## src/rtl/regf_mp_pkg.sv

```systemverilog
// Shared types and default sizes for the multi-port register file.
package regf_mp_pkg;

  localparam int XLEN_D = 32;
  localparam int NREG_D = 32;

  // CLEAR: zeroing registers after reset; READY: normal operation.
  typedef enum logic {
    CLEAR = 1'b0,
    READY = 1'b1
  } regf_state_e;

endpackage

```

## src/rtl/regf_scoreboard.sv

```systemverilog
// Busy-bit scoreboard: one bit per register with set, clear and clear-all,
// plus NRD registered lookups. Bit 0 is never busy.
// Optional macro REGF_MP_BYPASS_EN: a lookup whose address matches the
// register being cleared by a write this cycle returns the post-edge bit.
module regf_scoreboard #(
  parameter  int NREG = 32,
  parameter  int NRD  = 2,
  localparam int AW   = $clog2(NREG)
) (
  input  logic              clk,
  input  logic              i_clr_all,
  input  logic              i_set_en,
  input  logic [AW-1:0]     i_set_addr,
  input  logic              i_clr_en,
  input  logic [AW-1:0]     i_clr_addr,
  input  logic              i_lk_en,
  input  logic              i_lk_zero,
  input  logic [NRD*AW-1:0] i_lk_addr,
  output logic [NRD-1:0]    o_lk_busy
);

  logic [NREG-1:0] r_busy;
  logic [NREG-1:0] w_busy_nxt;
  logic [NRD-1:0]  w_lk_val;
  logic [AW-1:0]   w_lk_addr [NRD];

  // Next busy vector: set takes priority over a write's clear on the same bit.
  always_comb begin
    w_busy_nxt = r_busy;
    if (i_clr_en) w_busy_nxt[i_clr_addr] = 1'b0;
    if (i_set_en) w_busy_nxt[i_set_addr] = 1'b1;
    w_busy_nxt[0] = 1'b0;
  end

  // Per-port lookup value, optionally forwarding the post-edge bit on a write hit.
  always_comb begin
    for (int i = 0; i < NRD; i++) begin
      w_lk_addr[i] = i_lk_addr[i*AW +: AW];
      w_lk_val[i]  = r_busy[w_lk_addr[i]];
`ifdef REGF_MP_BYPASS_EN
      if (i_clr_en && (i_clr_addr == w_lk_addr[i])) w_lk_val[i] = w_busy_nxt[w_lk_addr[i]];
`endif
    end
  end

  // Busy storage with synchronous clear-all.
  always_ff @(posedge clk) begin
    if (i_clr_all) r_busy <= '0;
    else           r_busy <= w_busy_nxt;
  end

  // Registered lookups: forced to zero, captured on enable, otherwise held.
  always_ff @(posedge clk) begin
    if (i_lk_zero)    o_lk_busy <= '0;
    else if (i_lk_en) o_lk_busy <= w_lk_val;
  end

endmodule

```

## src/rtl/regf_mp.sv

```systemverilog
// Multi-port register file with post-reset clear sequence and busy scoreboard.
// Optional macro REGF_MP_BYPASS_EN: a same-cycle write to a nonzero address
// is forwarded to any read port addressing it.
// Read/write handshake: there is no back-pressure; rd_en captures all ports
// in the cycle it is high, results appear one cycle later and are held while
// rd_en is low. Writes and busy-sets are accepted only while ready is high.
module regf_mp
  import regf_mp_pkg::*;
#(
  parameter int XLEN = XLEN_D,
  parameter int NREG = NREG_D,
  parameter int NRD  = 2
) (
  input  logic                      clk,
  input  logic                      rstn,
  output logic                      ready,
  input  logic                      rd_en,
  input  logic [NRD*$clog2(NREG)-1:0] rd_addr,
  output logic [NRD*XLEN-1:0]       rd_data,
  output logic [NRD-1:0]            rd_busy,
  input  logic                      w_enable,
  input  logic [$clog2(NREG)-1:0]   w_addr,
  input  logic [XLEN-1:0]           w_data,
  input  logic                      bs_enable,
  input  logic [$clog2(NREG)-1:0]   bs_addr,
  output regf_state_e               o_dbg_state
);

  localparam int            AW   = $clog2(NREG);
  localparam logic [AW-1:0] LAST = AW'(NREG - 1);

  regf_state_e       r_state;
  logic [AW-1:0]     r_cnt;
  logic              r_ready;
  logic [XLEN-1:0]   r_regs [NREG];
  logic [NRD*XLEN-1:0] r_rd_data;

  logic              w_we;
  logic              w_bs;
  logic              w_lk_zero;
  logic [AW-1:0]     w_rd_addr [NRD];
  logic [XLEN-1:0]   w_rd_val  [NRD];

  assign w_we      = (r_state == READY) && w_enable  && (w_addr  != '0);
  assign w_bs      = (r_state == READY) && bs_enable && (bs_addr != '0);
  assign w_lk_zero = !rstn || (r_state == CLEAR);

  assign ready       = r_ready;
  assign rd_data     = r_rd_data;
  assign o_dbg_state = r_state;

  // Clear-sequence FSM: walks the counter over every register, then goes READY.
  always_ff @(posedge clk) begin
    if (!rstn) begin
      r_state <= CLEAR;
      r_cnt   <= '0;
      r_ready <= 1'b0;
    end else begin
      case (r_state)
        CLEAR: begin
          if (r_cnt == LAST) begin
            r_state <= READY;
            r_ready <= 1'b1;
            r_cnt   <= '0;
          end else begin
            r_cnt   <= r_cnt + 1'b1;
          end
        end
        READY: r_ready <= 1'b1;
      endcase
    end
  end

  // Register storage: zeroed one entry per cycle in CLEAR, written in READY.
  always_ff @(posedge clk) begin
    if (rstn) begin
      if (r_state == CLEAR) r_regs[r_cnt]  <= '0;
      else if (w_we)        r_regs[w_addr] <= w_data;
    end
  end

  // Read mux per port; register 0 is hard-wired to zero.
  always_comb begin
    for (int i = 0; i < NRD; i++) begin
      w_rd_addr[i] = rd_addr[i*AW +: AW];
      w_rd_val[i]  = (w_rd_addr[i] == '0) ? '0 : r_regs[w_rd_addr[i]];
`ifdef REGF_MP_BYPASS_EN
      if (w_we && (w_addr == w_rd_addr[i])) w_rd_val[i] = w_data;
`endif
    end
  end

  // Registered read data: zero during reset/CLEAR, captured on rd_en, else held.
  always_ff @(posedge clk) begin
    if (w_lk_zero) begin
      r_rd_data <= '0;
    end else if (rd_en) begin
      for (int i = 0; i < NRD; i++) r_rd_data[i*XLEN +: XLEN] <= w_rd_val[i];
    end
  end

  regf_scoreboard #(
    .NREG (NREG),
    .NRD  (NRD)
  ) u_sb (
    .clk        (clk),
    .i_clr_all  (!rstn),
    .i_set_en   (w_bs),
    .i_set_addr (bs_addr),
    .i_clr_en   (w_we),
    .i_clr_addr (w_addr),
    .i_lk_en    (rd_en),
    .i_lk_zero  (w_lk_zero),
    .i_lk_addr  (rd_addr),
    .o_lk_busy  (rd_busy)
  );

endmodule

```

## config.mk

```make
export PLATFORM = sky130hd
export DESIGN_NAME = regf_mp
export DESIGN_NICKNAME = d
export VERILOG_FILES = /design/src/rtl/regf_mp_pkg.sv /design/src/rtl/regf_scoreboard.sv /design/src/rtl/regf_mp.sv
export SDC_FILE = /design/constraint.sdc
export NUM_CORES = 1
export LEC_CHECK = 0
export CAP_MARGIN = 5
export CORE_UTILIZATION = 50
export CTS_CLUSTER_SIZE = 14
export DETAILED_ROUTE_END_ITERATION = 16
export HOLD_SLACK_MARGIN = 0.08
export PLACE_DENSITY = 0.65
export SYNTH_ARGS = -nofsm -noshare
export SYNTH_HDL_FRONTEND = slang
export SYNTH_SLANG_ARGS = --single-unit
export TNS_END_PERCENT = 50
```

## constraint.sdc

```tcl
create_clock -name clk -period 8.2 [get_ports clk]
set_input_delay 1.64 -clock clk [delete_from_list [all_inputs] [get_ports clk]]
set_output_delay 1.64 -clock clk [all_outputs]
set_load 0.05 [all_outputs]
```

==> metrics.yaml <==
ant_nets: 0
postCtsSetupRepairBufs: 0
drv_slew: 0
finalSetupTns_ps: 0
initial_core_util: 0.5056
wirelength_um: 169700
design_area_um2: 59020
pin_count: 125
arrival_ps: 5500
hold_buffers: 0
setup_viol: 0
io_buffers: 124
crit_required_ps: 8560
power_mw: 12.47
period_needed_ps: 5138
ir_drop_uv: 165.6
cts.clk_slew.worst_paths_ps: 60
row_count: 118
cts_tree: "built"
fp.dieW_um: 325.7
drv_cap: 0
hold_viol: 0
synth_cell_types: 57
clkLatencyLatePin_ps: 710
skew_ps: 24.33
power_leakage_nw: 20.98
firstDrtPassIters: 5
die_h_um: 325.7
ys_seq_elements: 1128
synth-main-ff-cell: "edfxtp_1"
clockRootBuffer: "clkbuf_16"
tightest_slew_ps: 1232
syn_area_um2: 52400
synth_top_area_frac: 0.5868
netlist_instances: 3063
placed_area_um2: 55080
crit_type: "primary input to register"
syn_to_final_growth_pct: 12.63
synth_edf_count: 1024
cellPowerDensity_nw_per_um2: 211.3
route.detailed.drc: 0
clock_sinks: 1128
cts_buffer_depth: 3
synthesis.nets: 3122
grtUsageTotal: 0.3186
grt_max_degree: 137
grt_pass1_wl_um: 240000
fmax_ghz: 0.1946
coreArea_um2: 103600
first_global_vias: 33050
nNetsFinal: 3194
grt_overflow_total: 0
fillCellCount: 7790
cts_buffers: 112
async_flop_share: 0
post-synth-top-area-cell: "edfxtp_1"
outcome: "finished clean"
place_congestion: 0.8647
fin_util: 0.5695
ys.warnings.count: 0
fin_crit_sh: 0.6266
layout-drive-gt1-share: 0.2244
antenna_found_initial: 3
crit_path_start_kind: "primary input"
syn_avg_cell_area_um2: 17.11
relSlewSlack: 0.1769
dieArea_um2: 106100
cp-end-kind: "register"
wire_per_inst_um: 36.76
post-dp-hpwl_um: 96510
rsz0062_at_grt: "false"
hp-class: "register to register"
worstPathMaxFanout: 26
vias_per_cell: 7.086
h-tree-depth: 3
cts_resized: 0
synth_area_leaders: "edfxtp_1 (59%), mux4_2 (17%), mux2i_1 (6.3%), dfxtp_1 (4.0%), a22o_1 (2.1%)"
drt-initial-drc-count: 4250
ys_seq_area_frac: 0.6265
vias: 32720
registers in the layout, summed over array words and instances (netlist names):
name / flops
o_dbg_state: 1
ready: 1
r_regs: 1024
r_cnt: 5
rd_data: 64
u_sb.r_busy: 31
u_sb.o_lk_busy: 2
layout make-up:
type / count / area (um^2) / area share
well taps: 1380 / 1727 / 0.02926
clock buffers: 146 / 3053 / 0.05173
multi-input cells: 1671 / 18520 / 0.3138
diodes: 2 / 5.005 / 0.00008480
clock inverters: 68 / 878.3 / 0.01488
flip-flops and latches: 1128 / 32830 / 0.5563
inverters: 7 / 26.28 / 0.0004452
repair buffers: 215 / 1979 / 0.03354
synthesized netlist by cell type, types with 5 or more instances:
master,n
o21ai_0,104
and3b_1,5
clkbuf_1,110
a22o_1,128
a32oi_1,64
nand3_1,132
edfxtp_1,1024
a31o_1,60
buf_4,28
and2_1,38
nor2_1,37
o211ai_1,64
mux4_2,392
nand2_1,174
buf_2,89
inv_1,5
a21boi_0,32
nor2b_1,21
and3_1,10
nor3_1,11
buf_1,13
a31oi_1,6
mux2i_1,330
buf_12,8
buf_6,8
dfxtp_1,104
final timing paths:
| kind | end | from | slack [ps] | cells after the start |
|---|---|---|---|---|
| max reg2reg | r_regs[0][17] | o_dbg_state | 4790 | 6 |
| min reg2reg | u_sb.r_busy[7] | u_sb.r_busy[7] | 510 | 2 |
| min | u_sb.r_busy[7] | u_sb.r_busy[7] | 510 | 2 |
| max | r_regs[22][8] | rstn | 3060 | 7 |
cell usage in the layout, fill, tap and decap left out, types with 10 or more instances in the layout:
| cell type | Yosys | routed |
|---|---|---|
| o211ai_1 | 64 | 64 |
| mux4_2 | 392 | 392 |
| nand2_1 | 174 | 174 |
| a31o_1 | 60 | 60 |
| clkinv_2 | 0 | 11 |
| mux2i_1 | 330 | 328 |
| and2_1 | 38 | 34 |
| clkinv_1 | 2 | 21 |
| nor2_4 | 0 | 26 |
| o21ai_0 | 104 | 104 |
| clkbuf_1 | 110 | 24 |
| a21boi_0 | 32 | 32 |
| clkbuf_8 | 0 | 10 |
| nor2_1 | 37 | 11 |
| a22o_1 | 128 | 128 |
| a32oi_1 | 64 | 64 |
| buf_4 | 28 | 88 |
| bufinv_16 | 0 | 19 |
| clkdlybuf4s50_1 | 0 | 116 |
| nand3_1 | 132 | 132 |
| clkbuf_16 | 0 | 114 |
| nor2b_1 | 21 | 15 |
| edfxtp_1 | 1024 | 1024 |
| dfxtp_1 | 104 | 104 |
report_power, final:
group          switching [mW]  internal, mW
clock                    2.27          3.23
sequential             0.0147          6.21
combinational           0.461         0.291
total                    2.74          9.73
routing by layer:
layer  GRT usage  share of wire  vias up
met5           0              0        -
met4      0.1524          0.051        0
met3     0.06546           0.10      440
met2      0.5216           0.49     2131
met1      0.4083           0.36    17210
li1            -              -    12930
critical path, cell delays in order:
cell             delay [ps]
clkdlybuf4s50_1        1010
buf_4                   360
nor4bb_1                500
nor2b_1                 150
a2bb2oi_1               290
nor2_4                 1040
buf_4                   460
cells by family after synthesis:
kind of cell / after synthesis / share of synthesized area
AO/OA/AOI/OAI: 489 / 0.07182
adder cells (fa/ha/maj): 2 / 0.0004774
buffers and inverters: 264 / 0.02669
flip-flops: 1128 / 0.6265
multiplexers: 724 / 0.2325
AND/OR/NAND/NOR: 456 / 0.04200
metrics by stage:
stage / setup WS, ps / cells / hold slack (ps)
after floorplan: 2786 / 3063 / 461.2
after global placement: 2595 / 4401 / 477.7
after detailed placement: 2468 / 4401 / 485.0
after CTS: 3197 / 4615 / 505.6
after global routing: 2985 / 4615 / 538.4
final: 3062 / 4617 / 506.7
No activity file was read; power rests on OpenSTA's default activity.
